### src/rtl/mem_request_sequencer_pkg.sv
// Shared encodings for the memory-stage request path; writeback reuses the size decode.
package mem_request_sequencer_pkg;

    localparam logic [4:0] OP_WORD_LO = 5'd3;
    localparam logic [4:0] OP_WORD_HI = 5'd5;
    localparam logic [4:0] OP_HALF_LO = 5'd6;
    localparam logic [4:0] OP_HALF_HI = 5'd8;
    localparam logic [4:0] OP_BYTE_LO = 5'd9;
    localparam logic [4:0] OP_BYTE_HI = 5'd11;

    typedef enum logic [1:0] {
        SZ_WORD = 2'd0,
        SZ_HALF = 2'd1,
        SZ_BYTE = 2'd2
    } size_e;

    localparam logic [1:0] ST_IDLE  = 2'd0;
    localparam logic [1:0] ST_BEAT0 = 2'd1;
    localparam logic [1:0] ST_BEAT1 = 2'd2;

    typedef enum logic [1:0] {
        IDLE  = ST_IDLE,
        BEAT0 = ST_BEAT0,
        BEAT1 = ST_BEAT1
    } state_e;

    function automatic logic is_mem_opcode(input logic [4:0] opcode);
        return (opcode >= OP_WORD_LO) && (opcode <= OP_BYTE_HI);
    endfunction

    function automatic size_e decode_size(input logic [4:0] opcode);
        size_e sz;
        if (opcode <= OP_WORD_HI)
            sz = SZ_WORD;
        else if (opcode <= OP_HALF_HI)
            sz = SZ_HALF;
        else
            sz = SZ_BYTE;
        return sz;
    endfunction

    // An access is split when its bytes cross into the next word.
    function automatic logic needs_split(input size_e size, input logic [1:0] offset);
        logic sp;
        case (size)
            SZ_WORD: sp = (offset != 2'd0);
            SZ_HALF: sp = (offset == 2'd3);
            default: sp = 1'b0;
        endcase
        return sp;
    endfunction

endpackage

### src/rtl/mem_request_sequencer_store_lane_shift.sv
// Byte-enable and write-data lane placement for one beat of a (possibly split) store.
module store_lane_shift
    import mem_request_sequencer_pkg::*;
(
    input  size_e       size,
    input  logic [1:0]  offset,
    input  logic        beat,
    input  logic [31:0] store_data,
    output logic [3:0]  be,
    output logic [31:0] wdata
);

    logic [4:0] lo_shift;
    logic [5:0] hi_shift;

    assign lo_shift = {offset, 3'b000};
    assign hi_shift = 6'd32 - {1'b0, lo_shift};

    // Beat 1 carries whatever spilled past lane 3 on beat 0.
    always_comb begin
        be    = 4'b0000;
        wdata = 32'h0000_0000;
        case (size)
            SZ_BYTE: begin
                if (!beat) begin
                    be    = 4'b0001 << offset;
                    wdata = {24'h0, store_data[7:0]} << lo_shift;
                end
            end
            SZ_HALF: begin
                if (!beat) begin
                    be    = 4'b0011 << offset;
                    wdata = {16'h0, store_data[15:0]} << lo_shift;
                end else begin
                    be    = 4'b0001;
                    wdata = {24'h0, store_data[15:8]};
                end
            end
            SZ_WORD: begin
                if (!beat) begin
                    be    = 4'b1111 << offset;
                    wdata = store_data << lo_shift;
                end else begin
                    be    = 4'b1111 >> (3'd4 - {1'b0, offset});
                    wdata = store_data >> hi_shift;
                end
            end
            default: begin
                be    = 4'b0000;
                wdata = 32'h0000_0000;
            end
        endcase
    end

endmodule

### src/rtl/mem_request_sequencer.sv
// Turns one load/store into one or two word-aligned memory beats and stalls upstream meanwhile.
//   state | meaning
//   IDLE  | no beat presented
//   BEAT0 | first (or only) beat presented, held until mem_ready
//   BEAT1 | second beat of a split access presented, held until mem_ready
module mem_request_sequencer
    import mem_request_sequencer_pkg::*;
(
    input  logic        clk,
    input  logic        rst_n,
    input  logic        clk_en,
    input  logic        halt,
    input  logic        valid_in,
    input  logic [4:0]  opcode,
    input  logic        is_load,
    input  logic        is_store,
    input  logic [31:0] addr,
    input  logic [31:0] store_data,
    output logic        stall_out,
    output logic        mem_req,
    output logic        mem_we,
    output logic [31:0] mem_addr,
    output logic [31:0] mem_wdata,
    output logic [3:0]  mem_be,
    input  logic        mem_ready,
    output logic        done_out,
    output logic        done_misaligned
);

    state_e      state;
    state_e      state_nxt;
    size_e       size_q;
    size_e       size_in;
    size_e       ls_size;
    logic [1:0]  offset_q;
    logic [1:0]  ls_offset;
    logic [31:0] sdata_q;
    logic [31:0] ls_data;
    logic        split_q;
    logic        split_in;
    logic        ls_beat;
    logic [3:0]  ls_be;
    logic [31:0] ls_wdata;

    logic run;
    logic mem_op;
    logic last_beat;
    logic ready;
    logic accept;
    logic hs_last;
    logic to_beat1;

    assign run       = clk_en & ~halt;
    assign mem_op    = valid_in & (is_load | is_store) & is_mem_opcode(opcode);
    assign size_in   = decode_size(opcode);
    assign split_in  = needs_split(size_in, addr[1:0]);

    assign last_beat = (state == BEAT1) | ((state == BEAT0) & ~split_q);
    assign ready     = (state == IDLE) | (mem_ready & last_beat);
    assign accept    = mem_op & ready & run;
    assign stall_out = mem_op & ~ready;

    assign hs_last   = run & mem_ready & last_beat;
    assign to_beat1  = run & mem_ready & (state == BEAT0) & split_q;

    assign done_out        = hs_last;
    assign done_misaligned = hs_last & split_q;

    // While a split beat 0 is up no new op can be accepted, so the shifter is free to
    // compute beat 1 from the held op; otherwise it computes beat 0 of the incoming op.
    assign ls_beat   = (state == BEAT0) & split_q;
    assign ls_size   = ls_beat ? size_q   : size_in;
    assign ls_offset = ls_beat ? offset_q : addr[1:0];
    assign ls_data   = ls_beat ? sdata_q  : store_data;

    store_lane_shift u_store_lane_shift (
        .size       (ls_size),
        .offset     (ls_offset),
        .beat       (ls_beat),
        .store_data (ls_data),
        .be         (ls_be),
        .wdata      (ls_wdata)
    );

    always_comb begin
        state_nxt = state;
        case (state)
            IDLE: begin
                if (accept)
                    state_nxt = BEAT0;
            end
            BEAT0: begin
                if (mem_ready) begin
                    if (split_q)
                        state_nxt = BEAT1;
                    else if (accept)
                        state_nxt = BEAT0;
                    else
                        state_nxt = IDLE;
                end
            end
            BEAT1: begin
                if (mem_ready)
                    state_nxt = accept ? BEAT0 : IDLE;
            end
            default: state_nxt = IDLE;
        endcase
    end

    always_ff @(posedge clk) begin
        if (!rst_n) begin
            state     <= IDLE;
            mem_req   <= 1'b0;
            mem_we    <= 1'b0;
            mem_addr  <= 32'h0;
            mem_wdata <= 32'h0;
            mem_be    <= 4'h0;
            size_q    <= SZ_WORD;
            offset_q  <= 2'd0;
            sdata_q   <= 32'h0;
            split_q   <= 1'b0;
        end else if (run) begin
            state   <= state_nxt;
            mem_req <= (state_nxt != IDLE);
            if (accept) begin
                size_q    <= size_in;
                offset_q  <= addr[1:0];
                sdata_q   <= store_data;
                split_q   <= split_in;
                mem_we    <= is_store;
                mem_addr  <= {addr[31:2], 2'b00};
                mem_be    <= is_store ? ls_be : 4'hF;
                mem_wdata <= is_store ? ls_wdata : 32'h0;
            end else if (to_beat1) begin
                mem_addr  <= mem_addr + 32'd4;
                mem_be    <= mem_we ? ls_be : 4'hF;
                mem_wdata <= mem_we ? ls_wdata : 32'h0;
            end else if (hs_last) begin
                mem_we    <= 1'b0;
                mem_addr  <= 32'h0;
                mem_wdata <= 32'h0;
                mem_be    <= 4'h0;
                split_q   <= 1'b0;
            end
        end
    end

endmodule

### config.mk
export PLATFORM = sky130hd
export DESIGN_NAME = mem_request_sequencer
export DESIGN_NICKNAME = d
export VERILOG_FILES = /design/src/rtl/mem_request_sequencer_pkg.sv /design/src/rtl/mem_request_sequencer_store_lane_shift.sv /design/src/rtl/mem_request_sequencer.sv
export SDC_FILE = /design/constraint.sdc
export NUM_CORES = 1
export LEC_CHECK = 0
export ABC_AREA = 1
export CAP_MARGIN = 10
export CORE_MARGIN = 2
export CORE_UTILIZATION = 55
export DETAILED_ROUTE_END_ITERATION = 8
export GPL_TIMING_DRIVEN = 0
export PLACE_DENSITY = 0.86
export SYNTH_ARGS = -nofsm -noshare
export SYNTH_HDL_FRONTEND = slang
export SYNTH_SLANG_ARGS = --single-unit
### constraint.sdc
create_clock -name clk -period 5 [get_ports clk]
set_input_delay 0.5 -clock clk [delete_from_list [all_inputs] [get_ports clk]]
set_output_delay 0.5 -clock clk [all_outputs]
set_load 0.005 [all_outputs]
# --- Yosys cells after proc, flatten, opt, wreduce, memory -nomap -nowiden ---
# Index checks and enable logic that the tools add are counted.
word_totals:
  ff_bits: 109
op_classes:
  n_reduce_logical: 11
  bitwise: 20
  n_lt_le_gt_ge: 4
  muxes: 36
  n_eq_ne: 7
  shifts: 8
  add_sub_neg: 3
op_table:
  columns: ["operator", "n"]
  rows:
  - ["$mux 32", 11]
  - ["$pmux 32 s3", 1]
  - ["$add 32x3->32 const B", 1]
  - ["$mux 4", 8]
  - ["$shl 16x5->32", 1]
  - ["$shl 32x5->32", 1]
  - ["$shl 8x5->32", 1]
  - ["$shr 32x6->32", 1]
  - ["$mux 2", 8]
  - ["$and 1x1->1", 14]
  - ["$pmux 4 s3", 1]
  - ["$le 5x4->1 const B", 2]
  - ["$eq 2x1->1 const B", 3]
  - ["$eq 2x2->1 const B", 3]
  - ["$logic_not 2->1", 3]
  - ["$pmux 2 s3", 1]
  - ["$reduce_bool 2->1", 3]
  - ["$sub 6x5->6 const A", 1]
  - ["$ge 5x2->1 const B", 1]
  - ["$le 5x3->1 const B", 1]
  - ["$mux 1", 5]
  - ["$reduce_and 2->1", 2]
  - ["$shl 1x2->4 const A", 1]
  - ["$shl 2x2->4 const A", 1]
  - ["other kinds (10)", 14]

# --- Logic depth before layout (Yosys ltp) ---
# Gate-level depths: netlist of run 1.
depth:
  depth_word: 12
  ltp_mapped: 15
  mapped_depth_nobuf: 14

# --- Cells and area by module ---
# Synthesis of run 1 repeated with hierarchy kept, for this count alone.
unflattened:
  cells_unflattened: 1284
  area_unflattened_um2: 7405.9
by_module_without_submodules:
  columns: ["mod", "n_inst", "area_per_inst_um2", "cells_per_inst"]
  rows:
  - ["mem_request_sequencer", 1, 5464.0, 854]
  - ["store_lane_shift", 1, 1941.9, 430]

# --- Worst setup path after synthesis of run 1 ---
# OpenSTA, ideal clock, no wires.
synth_path:
  path_type: "input to register"
  startpoint: "in addr[1]"
  endpoint: "reg mem_be[0]"
  setup_slack_ps: 3002
  stages: 12
  required_ps: 4890
  t_arrival_ps: 1888
  setup_time_ps: 110
  path_cell_list: "clkbuf_1 > nand2_4 > nand2_2 > nor2_1 > inv_1 > ha_1 > nand4_1 > nand3_1 > o21ai_0 > nand3_1 > nand2_1 > inv_1"
synth_via:
  elab_chain_len: 8
  elab_cells_between_ends: 14
  cone_classes: "add/sub: 1; shift: 4; mux: 9"
synth_lines:
  columns: ["element", "line_no", "text"]
  rows:
  - ["from (decl)", "mem_request_sequencer.sv:17", "input logic [31:0] addr,"]
  - ["$mux 2 (*)", "mem_request_sequencer.sv:73", "assign ls_offset = ls_beat ? offset_q : addr[1:0];"]
  - ["$sub 3x2->3", "mem_request_sequencer_store_lane_shift.sv:44", "be = 4'b1111 >> (3'd4 - {1'b0, offset});"]
  - ["$shr 4x3->4", "mem_request_sequencer_store_lane_shift.sv:44", null]
  - ["$mux 4", "mem_request_sequencer_store_lane_shift.sv:40", "if (!beat) begin"]
  - ["$pmux 4 s3 (*)", "mem_request_sequencer_store_lane_shift.sv:23", "case (size)"]
  - ["$mux 4", "mem_request_sequencer.sv:136", "mem_be <= mem_we ? ls_be : 4'hF;"]
  - ["$mux 4", "mem_request_sequencer.sv:134", "end else if (to_beat1) begin"]
  - ["$mux 4 (*)", "mem_request_sequencer.sv:125", "if (accept) begin"]
  - ["to (signal assigned)", "mem_request_sequencer.sv:132", "mem_be <= is_store ? ls_be : 4'hF;"]
  - ["to (signal assigned)", "mem_request_sequencer.sv:136", null]
  - ["to (decl)", "mem_request_sequencer.sv:24", "output logic [3:0] mem_be,"]
# Mark *: on every way between the ends. The rest lies on a longest branch, timed or not.
# A chain may end at the register's enable or synchronous reset.

# --- Worst setup path after layout of run 1 ---
layout_path:
  startpoint: "in clk_en"
  endpoint: "out done_misaligned"
layout_via:
  elab_chain_len: 4
layout_lines:
  columns: ["element", "line_no", "text"]
  rows:
  - ["from (decl)", "mem_request_sequencer.sv:11", "input logic clk_en,"]
  - ["$and 1x1->1", "mem_request_sequencer.sv:53", "assign run = clk_en & ~halt;"]
  - ["$and 1x1->1 (2 in series)", "mem_request_sequencer.sv:63", "assign hs_last = run & mem_ready & last_beat;"]
  - ["$and 1x1->1", "mem_request_sequencer.sv:67", "assign done_misaligned = hs_last & split_q;"]
  - ["to (decl)", "mem_request_sequencer.sv:27", "output logic done_misaligned"]
# Every way passes these cells.

==> results by group, run 1 <==
Finish
  – Post-layout nets: roughly 1400
  – Area Growth Syn to Fin: 28.74%
  – Final Util: 0.7282
  – Fillers: approximately 1000
  – Share of layout cells above drive strength 1: 0.06075
  – ANT cells: 0

Power
  – Sequential share of power: 0.462
  – Clock power share: 0.386
  – VDD IR max: 0.1802 mV
  – Sw frac: 0.2915
  – P per Cell Area: roughly 210 nW/um^2
  – Int Pwr: between 0.001 and 0.0015 W
  – Switch Pwr: around 0.00055 W
  – Leakage: 3.424 nW
  – Logic pwr share: 0.152

Floorplanning
  – Std cell rows: 40
  – Die height: roughly 120 um
  – Full die area: ~13000 um^2
  – Top-Level Pins: 150
  – Initial core utilization: 0.5657
  – Die Span X: about 120 um
  – Core area: about 12000 um^2

STA
  – Fmax: roughly 350 MHz
  – Hold Vio Cnt, Final: 0
  – Headroom to the max-slew limit: 0.4820
  – Final TNS setup: 0 ns
  – Unrepaired setup endpoints after global routing: false
  – Max-slew violations: 0
  – Worst-margin pin slew: between 0.7 and 0.8 ns
  – Ratio of final minimum period to clock period: 0.5793
  – Layout Skew: roughly 0.014 ns
  – Final min period: between 2 and 3 ns
  – # setup viols final: 0

CTS
  – Postcts setup bufs: 0
  – Sink Count: around 110
  – CTS resizes: 0
  – Clock latency on the worst-skew pair: ~0.36 ns
  – Hold-fix buffers at CTS: 0
  – CTS Buf Count: 9
  – # H-tree levels: 3
  – Root Driver: clkbuf_16
  – CTS tree: built
  – Clk buf depth: 2
  – Clock-pin slew on the worst setup and hold paths: 0.08 ns

Yosys
  – Number of flops mapped to enable cells by yosys: 0
  – Synth Area in XOR/XNOR: 0.01155
  – Syn Inst Count: around 1100
  – Average cell area after synthesis: 6.081 um^2
  – Async SR Flop Fraction: 0
  – Syn Std Cell Area: approximately 6800 um^2
  – Share of the synthesized area in compound gates (AO/OA/AOI/OAI): 0.2124
  – Synth cell types: between 40 and 50
  – Ys Warns: 0
  – Register bit total from synthesis: between 100 and 150
  – Proportion of netlist area held by the largest area contributor: 0.3140
  – Area leader, netlist: dfxtp_1
  – Top post-synthesis cells by area: dfxtp_1, nand2_1, a21oi_1, o21ai_0, nor2_1
  – Post-synthesis mux area share: 0
  – Post-synthesis simple-gate area fraction: 0.3552
  – Synth Area in Adders: 0.005502
  – Primary FF master, synth: dfxtp_1
  – Sequential area share after synthesis: 0.3140
  – Largest family of logic cells by synthesized area: simple AND/OR/NAND/NOR gates

GRT
  – Grt total ovfl: 0
  – GR Util All Layers: 0.3883
  – Grt met1 use: 0.4847
  – Initial antenna violation count: 0
  – Vias in the first global route: between 7000 and 8000
  – Global-route wire length before repair: 40.20 mm
  – Busiest grt layer: met2
  – GR Layer Usage met3: 0.06958
  – Largest net degree at the start of global routing: 21
  – Routing usage on met2: 0.6507

Routing
  – DR WL/cell: 17.74 um
  – Iteration-0 DRC Markers: 1004
  – First-pass iteration count of the detailed router: 6
  – Drt total wl: 25.76 mm
  – Remaining antenna violation count: 0
  – Drt drc: 0
  – Via count: 8366
  – Vias/cell: roughly 5.8

Critical path
  – Worst Path Required: about 4.5 ns
  – CP Launch Type: input pin
  – Crit-path max FO: 5
  – CP endpoint kind: output pin
  – Worst path arrival time: approximately 2.4 ns
  – Crit Path Class: in2out

Place
  – IO buf count: around 150
  – Placer's final routability congestion estimate: 1.009
  – Dpl hpwl: approximately 20 mm

Min path
  – Worst hold path class: reg2reg

Run status
  – Status: complete, no violations

Job
  – Max cap viols: 0
kinds of logic (layout without fill, tap and decap cells):
group | count (synthesis) | after routing
AOI/OAI and AO/OA | 265 | 265
xor gates and xnor gates | 9 | 9
adders and majority gates | 3 | 3
buffers and inverters | 158 | 319
DFF | 107 | 107
other | 1 | 2
and+or+nand+nor | 579 | 579
worst paths after layout:
| kind | startpoint | endpoint | slack (ns) | cells past startpoint |
|---|---|---|---|---|
| worst max-delay path | clk_en | done_misaligned | 2.10 | 8 |
| worst min-delay path | sdata_q[20] | sdata_q[20] | 0.45 | 2 |
| worst max register to register | state[0] | mem_wdata[22] | 2.58 | 10 |
| worst min register to register | sdata_q[20] | sdata_q[20] | 0.45 | 2 |
critical path, stage by stage:
cell,delay (ns)
clkdlybuf4s50_1,0.46
inv_1,0.04
nor2_2,0.21
inv_1,0.13
nor2_1,0.20
nand2_1,0.19
nor2_1,0.13
clkdlybuf4s50_1,0.53
synth_stat cells (2+ instances only):
| cell type | instances |
|---|---|
| nand2_1 | 359 |
| and2_1 | 3 |
| clkbuf_1 | 17 |
| buf_6 | 6 |
| a211oi_1 | 2 |
| a31oi_1 | 17 |
| nor3_1 | 20 |
| inv_1 | 92 |
| o21a_1 | 4 |
| xor2_1 | 6 |
| nand2_2 | 6 |
| ha_1 | 3 |
| a22oi_1 | 2 |
| o211ai_1 | 4 |
| nor2_2 | 2 |
| nand3b_1 | 5 |
| nand4_1 | 19 |
| xnor2_1 | 3 |
| nor2_1 | 101 |
| buf_2 | 25 |
| a32oi_1 | 7 |
| inv_2 | 7 |
| dfxtp_1 | 107 |
| a21oi_1 | 101 |
| nand3_2 | 4 |
| clkinv_1 | 4 |
| o221ai_1 | 4 |
| o21ai_1 | 17 |
| buf_4 | 5 |
| nand3_1 | 52 |
| o21ai_2 | 2 |
| buf_1 | 2 |
| nor4_1 | 3 |
| o21ai_0 | 100 |
layout make-up:
| class | instances | area [um^2] | area share |
|---|---|---|---|
| Multi-Input combinational cell | 858 | 3996 | 0.4550 |
| Buffer | 55 | 301.5 | 0.03433 |
| Inverter | 103 | 386.6 | 0.04402 |
| Clock inverter | 6 | 66.31 | 0.007550 |
| Sequential cell | 107 | 2142 | 0.2439 |
| Tap cell | 168 | 210.2 | 0.02393 |
| Clock buffer | 10 | 229.0 | 0.02607 |
| Timing Repair Buffer | 145 | 1451 | 0.1652 |
registers in the layout, summed over array words and instances (netlist names):
name and flops:
mem_addr 30, mem_be 4, mem_req 1, mem_wdata 32, mem_we 1, offset_q 2, sdata_q 32, size_q 2
split_q 1, state 2
per-layer routing:
| metal | wire [um] | part of all wire | up-vias |
|---|---|---|---|
| met5 | 0 | 0 | - |
| met3 | 2329 | 0.090 | 98 |
| li1 | - | - | 4007 |
| met2 | 11990 | 0.47 | 494 |
| met4 | 1209 | 0.047 | 0 |
| met1 | 10230 | 0.40 | 3767 |
layout by cell type (no fill, tap or decap), drive strengths merged, types with 20 or more instances in the layout:
| cell | count |
|---|---|
| nor2 | 104 |
| nor3 | 20 |
| dfxtp | 107 |
| clkbuf | 27 |
| clkdlybuf4s50 | 145 |
| inv | 103 |
| o21ai | 119 |
| buf | 38 |
| nand3 | 57 |
| a21oi | 103 |
| nand2 | 366 |
power by group through the flow:
| stage | logic (W) | clock network [W] | registers [W] |
|---|---|---|---|
| floorplan | 0.000147 | 0 | 0.000888 |
| global placement | 0.000274 | 0 | 0.000889 |
| detailed placement | 0.000276 | 0 | 0.000890 |
| CTS | 0.000278 | 0.000728 | 0.000870 |
| global route | 0.000311 | 0.000759 | 0.000871 |
| finish | 0.000286 | 0.000727 | 0.000870 |
metrics by stage:
stage | area, um^2 | instances | power (W) | worst slack [ns] | hold slack [ns]
4_1_cts | 8783 | 1452 | 0.001876 | 2.098 | 0.4571
2_1_floorplan | 6827 | 1123 | 0.001035 | 3.002 | 0.4245
3_3_place_gp | 8488 | 1436 | 0.001163 | 2.165 | 0.4348
3_5_place_dp | 8488 | 1436 | 0.001165 | 2.099 | 0.4467
6_report | 8783 | 1452 | 0.001883 | 2.104 | 0.4545
5_1_grt | 8783 | 1452 | 0.001941 | 1.965 | 0.4912
(Power assumes the default switching activity.)
==> inputs of run 2 (changes only) <==
CORE_UTILIZATION = 52   (was 55)
PLACE_DENSITY = 0.82   (was 0.86)
clock period = 2.9 ns   (was 5 ns; I/O delays follow)
==> run 2 against run 1 <==
Net effect: design area about the same; first-iteration DRC count down 0.30%; core utilization down 3.7 points; die area up 5.6%; critical path type is now reg2reg; worst setup slack worse by 1.6 ns; combinational power up 73%; critical path depth up 5; clock power up 73%.
==> results by group, run 2 (synthesis gave the netlist of run 1 again) <==
STA
  – Layout Skew: 0.008424 ns (-0.005234 ns)
  – Worst-margin pin slew: 0.7679 ns (-0.006199 ns)
  – Max-slew violations: 0 (unchanged)
  – Headroom to the max-slew limit: 0.4862 (+0.004148)
  – # setup viols final: 0 (unchanged)
  – Unrepaired setup endpoints after global routing: false
  – Hold Vio Cnt, Final: 0 (unchanged)
  – Final hold slack: 0.3129 ns (-0.1416 ns)
  – Fmax: roughly 410 MHz
  – Final min period: ~2.4 ns
  – Final TNS setup: 0 ns (unchanged)
  – Ratio of final minimum period to clock period: 0.8387

Run status
  – Status: complete, no violations

Power
  – Logic pwr share: 0.152 (about the same)
  – P per Cell Area: 370.0 nW/um^2 (+73%)
  – Int Pwr: 0.002297 W (+72%)
  – Leakage: 3.424 nW (about the same)
  – VDD IR max: 0.3836 mV (+110%)
  – Switch Pwr: 0.0009555 W (+74%)
  – Sw frac: 0.2938 (+0.002249)
  – Total power: 0.003253 W (+73%)
  – Sequential share of power: 0.461 (about the same)
  – Clock power share: 0.387 (about the same)

Routing
  – Remaining antenna violation count: 0 (unchanged)
  – Via count: 8432 (+0.79%)
  – Drt drc: 0 (unchanged)
  – Drt total wl: 25.88 mm (+0.48%)
  – First-pass iteration count of the detailed router: 6 (unchanged)
  – Vias/cell: 5.791 (+0.51%)
  – Iteration-0 DRC Markers: 1001 (-0.30%)
  – DR WL/cell: 17.78 um (+0.20%)

Floorplanning
  – Core area: 12720 um^2 (+5.5%)
  – Std cell rows: 41 (+2.5%)
  – Die Span X: 118.5 um (+2.7%)
  – Initial core utilization: 0.5363 (-0.02937)
  – Top-Level Pins: 150 (unchanged)
  – Full die area: 14050 um^2 (+5.6%)
  – Die height: 118.5 um (+2.7%)

CTS
  – Clock latency on the worst-skew pair: 0.37 ns (about the same)
  – CTS tree: built
  – Clock-pin slew on the worst setup and hold paths: 0.08 ns (about the same)
  – Root Driver: clkbuf_16
  – Clk buf depth: 2 (unchanged)
  – CTS Buf Count: 9 (unchanged)
  – Postcts setup bufs: 0 (unchanged)
  – CTS resizes: 0 (unchanged)
  – # H-tree levels: 3 (unchanged)
  – Sink Count: 107 (unchanged)
  – Hold-fix buffers at CTS: 0 (unchanged)

Finish
  – ANT cells: 0 (unchanged)
  – Commonest non-fill, non-tap cell in the layout: nand2_1
  – Share of layout cells above drive strength 1: 0.06075 (unchanged)
  – Area Growth Syn to Fin: 28.85% (about the same)
  – Final instance area: 8791 um^2 (about the same)
  – Post-layout nets: 1359 (unchanged)
  – Biggest regs: mem_wdata (32), sdata_q (32), mem_addr (30)
  – Most frequent cells in the layout: nand2_1, clkdlybuf4s50_1, dfxtp_1, nor2_1, a21oi_1

GRT
  – GR Util All Layers: 0.3650 (-0.02332)
  – Initial antenna violation count: 0 (unchanged)
  – Vias in the first global route: 7775 (+0.19%)
  – Global-route wire length before repair: 40.58 mm (+0.94%)
  – Largest net degree at the start of global routing: 21 (unchanged)
  – Grt total ovfl: 0 (unchanged)

Critical path
  – Crit path max-delay cell type: dfxtp_1
  – Worst Path Required: 3.17 ns (-1.33 ns)
  – Crit Path Class: reg2reg
  – CP Depth: 13 (+5)
  – CP Launch Type: register
  – Crit-path max FO: 10 (+5)
  – Buf/Inv on CP: 3 (-1)
  – Critical-path cell list: nand3_2 -> buf_6 -> nand2_4 -> nand2_2 -> nor2_1 -> inv_1 -> ha_1 -> nand4_1 -> nand3_1 -> o21ai_0 -> nand3_1 -> nand2_1 -> inv_1
  – Worst path arrival time: 2.70 ns (+0.30 ns)
  – CP endpoint kind: register
  – Crit path max-delay family: simple AND/OR/NAND/NOR gates
  – Reg2Reg Depth: 13 (+3)
  – Max stage delay on crit path: 0.44 ns (-0.09 ns)

Place
  – IO buf count: 145 (unchanged)
  – Placed Area: 8493 um^2 (about the same)
  – Dpl hpwl: 20.23 mm (about the same)
  – Placer's final routability congestion estimate: 1.042 (+3.2%)

Min path
  – Hold path depth: 3 (+1)
  – Worst hold path class: in2reg

Job
  – Max cap viols: 0 (unchanged)
[run 2: worst paths after layout]
path              slack [ns]       endpoint           from
setup / recovery        0.47      mem_be[0]       state[0]
hold / removal          0.31    sdata_q[15]          rst_n
setup reg to reg        0.47      mem_be[0]       state[0]
hold reg to reg         0.47  mem_wdata[23]  mem_wdata[23]
[run 2: worst register-to-register path: stages (launching register included)]
cell     delay, ns
dfxtp_1       0.44
nand3_2       0.16
buf_6         0.19
nand2_4       0.13
nand2_2       0.11
nor2_1        0.36
inv_1         0.10
ha_1          0.29
nand4_1       0.11
nand3_1       0.07
o21ai_0       0.14
nand3_1       0.11
nand2_1       0.08
inv_1         0.04
[run 2: cell type report]
| class | count | area, um^2 |
|---|---|---|
| repair buffers | 145 | 1451 |
| well taps | 172 | 215.2 |
| plain buffers | 55 | 301.5 |
| fillers | 1209 | 3931 |
| inverters | 103 | 386.6 |
| clock inverters | 6 | 68.82 |
| multi-input cells | 858 | 3996 |
| clock buffers | 10 | 229.0 |
| flip-flops and latches | 107 | 2142 |
[run 2: through the flow]
step                        util  instances  worst slack [ns]
after floorplan                -       1123            0.9555
after global placement    0.6676       1440            0.3143
after detailed placement  0.6676       1440            0.3217
after CTS                 0.6910       1456            0.4771
after global routing      0.6910       1456            0.2603
final                     0.6910       1456            0.4677
[run 2: power by group through the flow]
stage | clock network [W] | logic [W] | registers [W]
6_report | 0.00126 | 0.000494 | 0.00150
5_1_grt | 0.00132 | 0.000533 | 0.00150
4_1_cts | 0.00126 | 0.000481 | 0.00150
3_5_place_dp | 0 | 0.000477 | 0.00153
3_3_place_gp | 0 | 0.000474 | 0.00153
2_1_floorplan | 0 | 0.000253 | 0.00153
[run 2: routing by layer]
metal  global-route usage  part of all wire  vias up
li1                     -                 -     4002
met1               0.4473              0.40     3833
met2               0.6210              0.47      501
met3              0.05743             0.083       96
met4               0.1771             0.045        0
met5                    0                 0        -
